--- src/rtl/tlb_op_ctrl_pkg.sv ---
// Shared encodings for the TLB-management sequencer: op types, the packed 78-bit
// entry layout and the controller's state set.
package tlb_op_ctrl_pkg;

  localparam logic [1:0] TLBOP_P   = 2'b00;
  localparam logic [1:0] TLBOP_R   = 2'b01;
  localparam logic [1:0] TLBOP_WI  = 2'b10;
  localparam logic [1:0] TLBOP_RSV = 2'b11;

  localparam int unsigned EntryW    = 78;
  localparam int unsigned EntVpn2Hi = 77;
  localparam int unsigned EntVpn2Lo = 59;
  localparam int unsigned EntAsidHi = 58;
  localparam int unsigned EntAsidLo = 51;
  localparam int unsigned EntG      = 50;
  localparam int unsigned EntLo0Hi  = 49;
  localparam int unsigned EntLo0Lo  = 25;
  localparam int unsigned EntLo1Hi  = 24;
  localparam int unsigned EntLo1Lo  = 0;

  typedef struct packed {
    logic [18:0] vpn2;
    logic [7:0]  asid;
    logic        g;
    logic [24:0] lo0;  // PFN0/C0/D0/V0
    logic [24:0] lo1;  // PFN1/C1/D1/V1
  } tlb_entry_t;

  typedef enum logic [2:0] {
    StIdle,
    StProbe,
    StPwr,
    StRead,
    StRwr,
    StWrite,
    StFlush
  } state_e;

  // CP0 Index value after a probe: P bit set on miss, index field only on hit.
  function automatic logic [31:0] probe_index(logic found, logic [4:0] idx);
    return {~found, 26'd0, (found ? idx : 5'd0)};
  endfunction

endpackage

--- src/rtl/tlb_op_ctrl.sv ---
// Sequences TLBP/TLBR/TLBWI between WB, CP0 and the TLB array, stalling the pipeline
// for the op's duration and finishing with a refetch flush to PC+4.
module tlb_op_ctrl
  import tlb_op_ctrl_pkg::*;
#(
  parameter int unsigned TLBNUM = 16,
  localparam int unsigned IDXW  = $clog2(TLBNUM)
) (
  input  logic                clk,
  input  logic                resetn,
  input  logic                op_valid,
  input  logic [1:0]          op_type,
  input  logic [31:0]         op_pc,
  output logic                stall,
  output logic                op_done,
  input  logic [31:0]         cp0_entryhi,
  input  logic [IDXW-1:0]     cp0_index,
  input  logic [EntryW-1:0]   cp0_tlbwi_entry,
  output logic                tlbp_wen,
  output logic [31:0]         tlbp_index,
  output logic                tlbr_wen,
  output logic [EntryW-1:0]   tlbr_entry,
  output logic [18:0]         s_vpn2,
  output logic [7:0]          s_asid,
  input  logic                s_found,
  input  logic [IDXW-1:0]     s_index,
  output logic [IDXW-1:0]     r_index,
  input  logic [EntryW-1:0]   r_entry,
  output logic                w_en,
  output logic [IDXW-1:0]     w_index,
  output logic [EntryW-1:0]   w_entry,
  output logic                flush,
  output logic [31:0]         flush_pc
);

  state_e              state_q, state_d;
  logic [31:0]         pc_q;
  logic [31:0]         pidx_q;
  logic [EntryW-1:0]   ent_q;

  logic                accept;
  logic                unused_entryhi;

  assign accept         = (state_q == StIdle) && op_valid;
  assign unused_entryhi = ^cp0_entryhi[12:8];

  // Search and read ports are driven continuously; the TLB answers combinationally.
  assign s_vpn2  = cp0_entryhi[31:13];
  assign s_asid  = cp0_entryhi[7:0];
  assign r_index = cp0_index;
  assign w_index = cp0_index;
  assign w_entry = cp0_tlbwi_entry;

  always_ff @(posedge clk or negedge resetn) begin
    if (!resetn) begin
      state_q <= StIdle;
    end else begin
      state_q <= state_d;
    end
  end

  always_ff @(posedge clk or negedge resetn) begin
    if (!resetn) begin
      pc_q   <= '0;
      pidx_q <= '0;
      ent_q  <= '0;
    end else begin
      if (accept) begin
        pc_q <= op_pc;
      end
      if (state_q == StProbe) begin
        pidx_q <= probe_index(s_found, 5'(s_index));
      end
      if (state_q == StRead) begin
        ent_q <= r_entry;
      end
    end
  end

  always_comb begin
    state_d = state_q;
    unique case (state_q)
      StIdle: begin
        if (op_valid) begin
          unique case (op_type)
            TLBOP_P:  state_d = StProbe;
            TLBOP_R:  state_d = StRead;
            TLBOP_WI: state_d = StWrite;
            default:  state_d = StFlush;
          endcase
        end
      end
      StProbe: state_d = StPwr;
      StPwr:   state_d = StFlush;
      StRead:  state_d = StRwr;
      StRwr:   state_d = StFlush;
      StWrite: state_d = StFlush;
      StFlush: state_d = StIdle;
      default: state_d = StIdle;
    endcase
  end

  // resetn gates stall so an op_valid seen during reset cannot hold the pipe.
  always_comb begin
    stall      = resetn && (accept || ((state_q != StIdle) && (state_q != StFlush)));
    op_done    = (state_q == StFlush);
    flush      = (state_q == StFlush);
    flush_pc   = (state_q == StFlush) ? (pc_q + 32'd4) : 32'd0;
    tlbp_wen   = (state_q == StPwr);
    tlbp_index = pidx_q;
    tlbr_wen   = (state_q == StRwr);
    tlbr_entry = ent_q;
    w_en       = (state_q == StWrite);
  end

endmodule

--- config.mk ---
export PLATFORM = sky130hd
export DESIGN_NAME = tlb_op_ctrl
export DESIGN_NICKNAME = d
export VERILOG_FILES = /design/src/rtl/tlb_op_ctrl_pkg.sv /design/src/rtl/tlb_op_ctrl.sv
export SDC_FILE = /design/constraint.sdc
export NUM_CORES = 1
export LEC_CHECK = 0
export CAP_MARGIN = 10
export CORE_AREA = 2 2 192 194
export DETAILED_ROUTE_END_ITERATION = 10
export DIE_AREA = 0 0 194 196
export PLACE_DENSITY = 0.46
export SYNTH_ARGS = -nofsm -noshare
export SYNTH_HDL_FRONTEND = slang
export SYNTH_SLANG_ARGS = --single-unit
--- constraint.sdc ---
create_clock -name clk -period 3.2 [get_ports clk]
set_clock_uncertainty 0.15 [all_clocks]
set_input_delay 0.64 -clock clk [delete_from_list [all_inputs] [get_ports clk]]
set_output_delay 0.64 -clock clk [all_outputs]
set_load 0.01 [all_outputs]
### Word-level counts from Yosys, hierarchy flattened

Cells that the tools add are included.

* add/subtract/negate cells: 1
* equality and inequality tests: 10
* bitwise gates (word level): 1
* reduce and logical (&&, ||, !) cells: 8
* mux-type cells: 5

Operators by type and width (count)
* $add A32 B3 Y32 const B: 1
* $mux W32: 1
* $pmux W3 S4: 1
* $eq A3 B3 Y1 const B: 3
* $pmux W3 S3: 1
* $eq A3 B2 Y1 const B: 2
* $mux W4: 1
* $eq A3 B1 Y1 const B: 1
* $logic_and A1 B1 Y1: 3
* $logic_not A3 Y1: 1
* $mux W3: 1
* $ne A3 B3 Y1 const B: 1
* $reduce_bool A3 Y1: 1
* $reduce_or A3 Y1: 1
* $eq A2 B1 Y1 const B: 1
* $eq A2 B2 Y1 const B: 1
* $logic_not A2 Y1: 1
* $ne A2 B2 Y1 const B: 1
* $logic_or A1 B1 Y1: 1
* $not A1 Y1: 1

* word-level logic and storage cells: 29
* input port bits: 234
* output and inout port bits: 261
* register bits: 119

### Logic depth before layout (Yosys ltp)

Gate-level depths: netlist of run 1.

* word-level depth: 4
* gate-level depth with buffers: 6
* mapped depth without buffers: 5

### Least setup slack after synthesis of run 1

No wires, ideal clock.

* path kind: flip-flop to output port
* start point: register pc_q[2]
* end point: output flush_pc[28]
* required time: 2.410 ns
* buffers on the path: 1
* setup slack: 0.603 ns
* stages on the path, launching flop included: 7
* data arrival time: 1.807 ns
* path through: dfrtp_1 > ha_1 > nand3_1 > or2_2 > clkbuf_8 > nor4_1 > mux2i_1

* longest elaborated chain between the ends: 2

Ends and longest elaborated chain
* from (decl): RTL line tlb_op_ctrl.sv:37 `logic [31:0] pc_q;`
* from (signal assigned): RTL line tlb_op_ctrl.sv:69 `pc_q <= op_pc;`
* $add A32 B3 Y32: RTL line tlb_op_ctrl.sv:108 `flush_pc = (state_q == StFlush) ? (pc_q + 32'd4) : 32'd0;`
* $mux W32: RTL line tlb_op_ctrl.sv:108
* to (decl): RTL line tlb_op_ctrl.sv:33 `output logic [31:0] flush_pc`

Every way passes these cells.

### Worst setup path in the final report of run 1

* start point: register pc_q[11]
* end point: output flush_pc[26]

The elaborated chain is that of the path after synthesis.

==> out/results.ini, run 1 <==
[synth]
synth_edf_count=0
netlist_area_um2=6330
ys_seq_elements=118
synthFlopType=dfrtp_1
synth.distinct_cells=45
synthArstFlopShare_pct=100
yosysWarningCount=0
syn_inst=558
avgSynthCellArea_um2=11.4
ys_seq_area_share_pct=46.6

[power_and_ir_drop]
ir_drop_mv=0.516
power.leakage_nw=3.73
p_per_area_nw_per_um2=932

[final_layout]
stdcell_count=1214
fillers=3866
mostFrequentLayoutCells=223 x clkdlybuf4s50_1, 118 x dfrtp_1, 107 x mux2_2, 48 x buf_4
final_common_cell=clkdlybuf4s50_1
num-nets-final=969
fin_util_pct=25.8
post_route_cells_drive_above_1_share_pct=30.8
syn_to_final_growth_pct=47.0
multi_input_area_um2=2390
n_antenna_cell=0
seqCellArea_um2=2950

[placed_design]
gp_congestion=0.773
dpl.cell_count=1180
place_ws_ns=-0.0278
port_buffers=240
dp_hpwl_um=19900

[clocking]
clk_pin_slew_worst_paths_ns=0.06
htree_levels=4
clock_path_buffers=2
root_buffer=clkbuf_16
cts_buffers=17
clock_latency_ns=0.42
clock-sinks=118
cts_tree=done

[drt]
drtPass1Iterations=4
via_count=4708
wl_per_cell_um=20.3
wirelength_um=24700
drt_first_iter_violations=145
ant_nets=0
viasPerCell=3.88
drcViolationCount=0

[setup_path]
crit_type=flop to output port
crit_path_end_kind=output port
worstRegToRegCells=4
worstPathMaxFanout=4
cp.required_ns=2.41
arrival_ns=2.35
r2r-start=state_q[2]$_DFFE_PN0P_
r2r_slack_ns=1.20
cp-startpoint=pc_q[11]$_DFFE_PN0P_
r2r-end=tlbr_entry[10]$_DFFE_PN0P_
start_kind=flop

[floorplan]
die_w_um=194
die_h_um=196
start_util_pct=17.6
ios=495
rows=70
core-area_um2=36100
dieArea_um2=38000

[timing]
setup_violations=0
whs_ns=0.202
fmax_mhz=319
finalCritPeriodShare_pct=98.0
slew_headroom_pct=54.8
finalHoldViolCount=0
setup_ws_ns=0.0638
fin_tns_setup_ns=0
post-route-min-period_ns=3.14
slew_violations=0
worst_pin_slew_ns=0.678
rsz0062_at_grt=yes

[outcome]
outcome=completed

[global_routing]
grt_overflow=0
grt_pass1_vias=5078
grt_max_degree=119
antenna_found_initial=1
grt.total_usage_pct=13.0
grt_pass1_wl_um=35400

[job]
cap_violations=0

[hold_path]
hold_class=input pin to asynchronous set/reset pin

[cell usage after synthesis (2+ instances only)]
master | instances | area [um^2]
nand4_1 | 7 | 43.8
nor3b_1 | 2 | 15.0
buf_1 | 4 | 15.0
clkbuf_8 | 2 | 27.5
or3_1 | 2 | 12.5
mux2i_1 | 2 | 20.0
dfrtp_1 | 118 | 2950
xnor2_1 | 5 | 43.8
nor2_1 | 18 | 67.6
mux2_2 | 107 | 1200
buf_2 | 4 | 20.0
or4_1 | 9 | 67.6
o21a_1 | 3 | 22.5
nand3_1 | 14 | 70.1
and3_1 | 5 | 31.3
or2_2 | 2 | 12.5
xor2_1 | 7 | 61.3
and4_1 | 3 | 26.3
inv_1 | 3 | 11.3
o31ai_1 | 8 | 60.1
a21oi_1 | 13 | 65.1
nor3_1 | 3 | 15.0
o21ai_0 | 12 | 60.1
buf_4 | 141 | 1060
and2_1 | 4 | 25.0
clkbuf_1 | 12 | 45.0
nand2_1 | 27 | 101
nor4_1 | 4 | 25.0
[critical path, stage by stage (launching register included)]
cell     delay, ns
dfrtp_1       0.39
nand4_4       0.15
or4_4         0.61
or4_4         0.45
a21oi_4       0.19
buf_6         0.12
[registers in the layout, indices dropped and copies added (netlist names)]
register / count
pc_q: 32
state_q: 3
tlbp_index: 5
tlbr_entry: 78
[final cells by class]
class,instances,area share [%]
tap,468,6.29
clock inverter,14,1.38
clock buffer,17,4.57
inverter,4,0.175
sequential,118,31.7
timing repair buffer,294,30.2
multi-input combinational,299,25.6
[where the power goes]
part	leakage [nW]	internal [W]	switching [W]
clock	0.266	0.00107	0.000757
sequential	1.38	0.00226	0.000430
combinational	2.08	0.00241	0.00176
[timing repair]
action,in CTS,in global routing
setup buffers,2,1
hold buffers,0,0
gates resized for setup,47,22
setup endpoints to repair,18,13
pin swaps,5,8
[cell families (layout without fill, tap and decap cells)]
group / count (synthesis) / count (layout) / synth area share (%)
AO/OA/AOI/OAI: 41 / 41 / 3.95
XOR/XNOR: 12 / 12 / 1.66
adder cells (fa/ha/maj): 1 / 1 / 0.198
buffers and inverters: 167 / 329 / 18.6
flip-flops: 118 / 118 / 46.6
multiplexers: 109 / 109 / 19.3
other: 1 / 27 / 0.0592
AND/OR/NAND/NOR: 109 / 109 / 9.52
[routing by layer]
metal | wire length, um | global-route usage [%]
met4 | 1090 | 6.96
met1 | 8230 | 12.0
met5 | 0 | 0.255
met3 | 2960 | 7.32
met2 | 12400 | 22.6
[worst max path at each step]
| stage | end | cells past startpoint |
|---|---|---|
| after CTS | flush_pc[20] | 7 |
| after global placement | flush_pc[24] | 6 |
| after global routing | flush_pc[26] | 5 |
| after floorplan | flush_pc[28] | 6 |
| after detailed placement | flush_pc[26] | 5 |
| final | flush_pc[26] | 5 |
[per-stage QoR]
stage	total power, W	instance area (um^2)
3_5_place_dp	0.00691	8690
2_1_floorplan	0.00454	6430
5_1_grt	0.00926	9310
3_3_place_gp	0.00689	8690
6_report	0.00867	9310
4_1_cts	0.00881	9280
Note: power is estimated with default switching activity, not from simulation.
==> run 2: changes to the inputs <==
- GPL_TIMING_DRIVEN: default -> 0
==> out/results.ini, run 2 (synthesis results as in run 1) <==
[clocking]
cts_tree=done
clk_pin_slew_worst_paths_ns=0.06  ; about the same
htree_levels=4  ; unchanged
hold_buffers=0  ; unchanged
root_buffer=clkbuf_16
clock_latency_ns=0.43  ; about the same
cts_buffers=17  ; unchanged
clock_path_buffers=2  ; unchanged
clock-sinks=118  ; unchanged

[global_routing]
antenna_found_initial=1  ; unchanged
grt_max_degree=74  ; -38%
grt_pass1_vias=5851  ; +15%
grt_overflow=0  ; unchanged
grt_pass1_wl_um=39200  ; +11%
grt.total_usage_pct=14.1  ; +1.1 points

[floorplan]
core-area_um2=36100  ; unchanged
rows=70  ; unchanged
ios=495  ; unchanged
die_w_um=194  ; unchanged
dieArea_um2=38000  ; unchanged
start_util_pct=17.6  ; unchanged
die_h_um=196  ; unchanged

[setup_path]
crit_path_end_kind=output port
r2r-end=pc_q[2]$_DFFE_PN0P_
endpoint=flush_pc[24]
start_kind=flop
worstPathMaxFanout=5  ; +1
worstRegToRegCells=3  ; -1
r2r_slack_ns=0.57  ; -0.63 ns
cp-startpoint=pc_q[12]$_DFFE_PN0P_
cp.required_ns=2.41  ; about the same
arrival_ns=2.36  ; about the same
crit_type=flop to output port
r2r-start=state_q[1]$_DFFE_PN0P_

[timing]
rsz0062_at_grt=yes
slew_violations=0  ; unchanged
post-route-min-period_ns=3.15  ; +0.0128 ns
slew_headroom_pct=31.9  ; -23 points
finalCritPeriodShare_pct=98.4  ; +0.40 points
setup_violations=0  ; unchanged
fin_tns_setup_ns=0  ; unchanged
fmax_mhz=318  ; -0.41%
worst_pin_slew_ns=1.02  ; +0.341 ns
finalHoldViolCount=0  ; unchanged
setup_ws_ns=0.0510  ; -0.0128 ns

[drt]
wirelength_um=27100  ; +10%
via_count=5631  ; +20%
viasPerCell=3.84  ; -0.89%
ant_nets=0  ; unchanged
wl_per_cell_um=18.5  ; -8.8%
drcViolationCount=0  ; unchanged
drt_first_iter_violations=189  ; +30%
drtPass1Iterations=4  ; unchanged

[hold_path]
hold_class=input pin to asynchronous set/reset pin

[final_layout]
syn_to_final_growth_pct=82.2
final_common_cell=clkdlybuf4s50_1
n_antenna_cell=0  ; unchanged
post_route_cells_drive_above_1_share_pct=37.2  ; +6.4 points
mostFrequentLayoutCells=335 x clkdlybuf4s50_1, 173 x buf_4, 109 x dfrtp_1, 107 x mux2_2, 27 x conb_1
largest_reg_flops=78  ; unchanged
num-nets-final=1219  ; +26%

[placed_design]
place_ws_ns=-0.400  ; -0.372 ns
dp_hpwl_um=21600  ; +8.4%
port_buffers=353  ; +47%
gp_congestion=0.777  ; +0.62%

[outcome]
outcome=completed

[power_and_ir_drop]
ir_drop_mv=0.443  ; -14%
totalPowerFinal_w=0.00927  ; +6.9%
power.leakage_nw=4.87  ; +31%
p_per_area_nw_per_um2=803  ; -14%

[job]
cap_violations=0  ; unchanged

[run 2: cell count changes in the layout (fill, tap and decap cells not counted), moves of 4 or more]
cell | before | now
dfrtp_2 | 0 | 9
dfrtp_1 | 118 | 109
buf_12 | 4 | 0
buf_4 | 48 | 173
clkdlybuf4s50_1 | 223 | 335
buf_2 | 4 | 10
clkbuf_1 | 0 | 7
[run 2: worst min-delay path by stage]
stage	end	slack, ns	cells past startpoint
3_3_place_gp	tlbp_index[1]$_DFFE_PN0P_	0.31	2
4_1_cts	tlbr_entry[70]$_DFFE_PN0P_	0.11	1
6_report	tlbr_entry[70]$_DFFE_PN0P_	0.1	1
5_1_grt	tlbr_entry[75]$_DFFE_PN0P_	0.14	1
2_1_floorplan	pc_q[0]$_DFFE_PN0P_	0.19	0
3_5_place_dp	tlbp_index[1]$_DFFE_PN0P_	0.32	2
[run 2: layer usage]
layer | part of all wire, % | routed length, um | vias to the layer above | track usage, %
li1 | - | - | 2613 | -
met1 | 35 | 9500 | 2706 | 14.1
met2 | 55 | 14800 | 303 | 26.7
met3 | 9.4 | 2560 | 9 | 5.67
met4 | 0.90 | 244 | 0 | 3.79
met5 | 0 | 0 | - | 0
[run 2: power breakdown]
part | internal (W) | switching (W)
logic | 0.00262 | 0.00184
clock network | 0.00127 | 0.000741
registers | 0.00227 | 0.000538
[run 2: layout make-up]
class                           instances  area [um^2]
Clock inverter                         11          149
Inverter                                4         16.3
Sequential cell                       118         2960
Fill cell                            3712        24500
Buffer                                161         1180
Tap cell                              468          586
Timing Repair Buffer                  383         3750
Clock buffer                           21          460
Multi-Input combinational cell        299         2430
[run 2: metrics by stage]
step / hold slack [ns] / instance area (um^2) / utilization [%] / cells
2_1_floorplan: 0.194 / 6430 / - / 584
3_3_place_gp: 0.311 / 10600 / 29.2 / 1405
3_5_place_dp: 0.320 / 10600 / 29.3 / 1406
4_1_cts: 0.109 / 11500 / 31.8 / 1462
5_1_grt: 0.135 / 11500 / 32.0 / 1465
6_report: 0.0951 / 11500 / 32.0 / 1465
[run 2: repair_timing]
action                     CTS  global route
setup endpoints to repair   34            30
pin swaps                    9             4
gates cloned                 0             0
setup buffers               26             3
resized for setup           88            18
[run 2: critical path: stages, from the launching register on]
cell and delay, ns:
dfrtp_2 0.42, nand4_4 0.14, or4_4 0.59, buf_6 0.14
or3_4 0.32, a21oi_2 0.16, buf_2 0.17
==> run 3: changes to the inputs <==
- CORE_AREA: 2 2 192 194 -> 5 5 190 192
- DIE_AREA: 0 0 194 196 -> 0 0 195 197
- GPL_ROUTABILITY_DRIVEN: default -> 0
- PLACE_DENSITY: 0.46 -> 0.48
==> out/results.ini, run 3 (synthesis results as in run 1) <==
[placed_design]
port_buffers=353  ; unchanged
dp_hpwl_um=21600  ; +0.16%
dpl.cell_count=1394  ; -0.85%

[timing]
finalHoldViolCount=0  ; unchanged
worst_pin_slew_ns=0.750  ; -0.269 ns
slew_headroom_pct=50.0  ; +18 points
rsz0062_at_grt=yes
post-route-min-period_ns=3.16  ; +0.0132 ns
setup_violations=0  ; unchanged
finalCritPeriodShare_pct=98.8  ; +0.41 points
slew_violations=0  ; unchanged
fmax_mhz=316  ; -0.42%

[floorplan]
start_util_pct=18.5  ; +0.97 points
dieArea_um2=38400  ; +1.0%
die_w_um=195  ; +0.52%
die_h_um=197  ; +0.51%
rows=68  ; -2.9%
core-area_um2=34200  ; -5.2%
ios=495  ; unchanged

[drt]
drtPass1Iterations=4  ; unchanged
wirelength_um=26800  ; -1.3%
viasPerCell=3.82  ; -0.50%
wl_per_cell_um=18.5  ; -0.13%
drcViolationCount=0  ; unchanged
via_count=5538  ; -1.7%
drt_first_iter_violations=206  ; +9.0%
ant_nets=0  ; unchanged

[setup_path]
worstPathMaxFanout=5  ; unchanged
start_kind=flop
crit_top_cell=or4_4
crit_chain=nand4_1 -> buf_4 -> or4_4 -> or4_4 -> a21oi_2 -> buf_2
crit_path_end_kind=output port
slowest_stage=or4_4
cpPeakStageDelay_ns=0.46  ; -0.13 ns
crit_type=flop to output port
arrival_ns=2.37  ; about the same
cp.required_ns=2.41  ; about the same

[global_routing]
grt_pass1_vias=5973  ; +2.1%
grt_max_degree=81  ; +9.5%
grt.total_usage_pct=13.3  ; -0.72 points
grt_pass1_wl_um=38600  ; -1.5%
grt_overflow=0  ; unchanged
antenna_found_initial=1  ; unchanged

[clocking]
cts_tree=done
htree_levels=4  ; unchanged
root_buffer=clkbuf_16
clock_path_buffers=2  ; unchanged
clk_pin_slew_worst_paths_ns=0.06  ; about the same
clock-sinks=118  ; unchanged
cts_buffers=17  ; unchanged
clock_latency_ns=0.41  ; -0.02 ns

[final_layout]
num-nets-final=1215  ; -0.33%
final_common_cell=clkdlybuf4s50_1
n_antenna_cell=0  ; unchanged
stdcell_count=1448  ; -1.2%
syn_to_final_growth_pct=80.9
post_route_cells_drive_above_1_share_pct=37.4  ; +0.15 points
multi_input_area_um2=2430  ; -0.10%
mostFrequentLayoutCells=336 x clkdlybuf4s50_1, 168 x buf_4, 107 x mux2_2, 104 x dfrtp_1, 27 x conb_1
fillers=3536  ; -4.7%
largest_reg_flops=78  ; unchanged
seqCellArea_um2=2970  ; +0.21%

[power_and_ir_drop]
seqPwrFrac_pct=31.1  ; +0.8 points
p_per_area_nw_per_um2=793  ; -1.3%
ir_drop_mv=0.366  ; -17%
combPwrFrac_pct=48.0  ; about the same
internal_power_w=0.00598  ; -2.8%
power.share.switching_pct=34.2  ; +0.55 points
power.leakage_nw=4.83  ; -0.83%
totalPowerFinal_w=0.00908  ; -2.0%
p_sw_w=0.00310  ; -0.42%
p_clk_share_pct=20.9  ; -0.8 points

[outcome]
outcome=completed

[hold_path]
hold_class=input pin to asynchronous set/reset pin

[job]
cap_violations=0  ; unchanged

run 3: cell count changes in the layout (fill, tap and decap cells not counted), sizes merged, moves of 2 or more:
cell | before | now
buf | 190 | 185
bufinv | 3 | 1
clkbuf | 32 | 30
clkinv | 5 | 7
clkinvlp | 3 | 1
dlygate4sd2 | 3 | 5
inv | 4 | 7
run 3: per-layer routing:
metal / wire (um) / share of wire (%) / global-route usage [%]
met1: 10100 / 38 / 14.7
met2: 13200 / 49 / 22.8
met3: 3120 / 12 / 6.92
met4: 391 / 1.5 / 3.44
met5: 13 / 0.049 / 0
run 3: power groups by stage:
stage | combinational (W) | sequential (W) | clock (W)
after floorplan | 0.00156 | 0.00298 | 0
after detailed placement | 0.00416 | 0.00282 | 0
after CTS | 0.00437 | 0.00283 | 0.00199
final | 0.00436 | 0.00283 | 0.00190
after global routing | 0.00471 | 0.00294 | 0.00205
after global placement | 0.00416 | 0.00279 | 0
run 3: area by class of cell:
cell class	instances	share of cell area (%)
sequential	118	25.9
multi-input combinational	299	21.2
timing repair buffer	383	32.7
buffer	157	10.0
clock inverter	12	1.03
clock buffer	20	3.99
inverter	4	0.142
tap	455	4.97
run 3: path summary, 6_finish.rpt:
| kind | from | endpoint | slack (ns) | cells after the start |
|---|---|---|---|---|
| setup reg to reg | state_q[1]$_DFFE_PN0P_ | pc_q[1]$_DFFE_PN0P_ | 0.71 | 4 |
| max in group asynchronous | resetn | tlbr_entry[38]$_DFFE_PN0P_ | 1.96 | 2 |
| setup / recovery | pc_q[22]$_DFFE_PN0P_ | flush_pc[26] | 0.04 | 6 |
| min in group clk | tlbp_index[1]$_DFFE_PN0P_ | tlbp_index[1]$_DFFE_PN0P_ | 0.33 | 2 |
| hold reg to reg | tlbp_index[1]$_DFFE_PN0P_ | tlbp_index[1]$_DFFE_PN0P_ | 0.33 | 2 |
| hold / removal | resetn | tlbr_entry[42]$_DFFE_PN0P_ | 0.03 | 2 |
run 3: through the flow:
step           hold WS, ns  setup slack [ns]  cell area (um^2)  setup TNS, ns  utilization (%)
3_5_place_dp         0.324            -0.354             10600          -3.93             30.9
2_1_floorplan        0.194             0.603              6430              0                -
4_1_cts             0.0155           -0.0165             11400        -0.0317             33.3
6_report            0.0319            0.0378             11500              0             33.5
3_3_place_gp         0.312             -4.16             10500        -491.48             30.8
5_1_grt             0.0236           -0.0615             11500         -0.150             33.5
run 3: what timing repair did:
item / 4_1_cts / 5_1_grt
hold endpoints to repair: 9 / 0
resized for setup: 81 / 13
endpoints found under the setup margin: 34 / 26
buffers inserted: 18 / 8
pin swaps: 8 / 6
hold buffers: 2 / 0
run 3: worst max-delay path, delay by kind of cell, from the launching register on:
family                 cells  cell delay, ns
AOI/OAI and AO/OA          1            0.16
buffers and inverters      2            0.34
DFF                        1            0.40
and+or+nand+nor            3            1.05
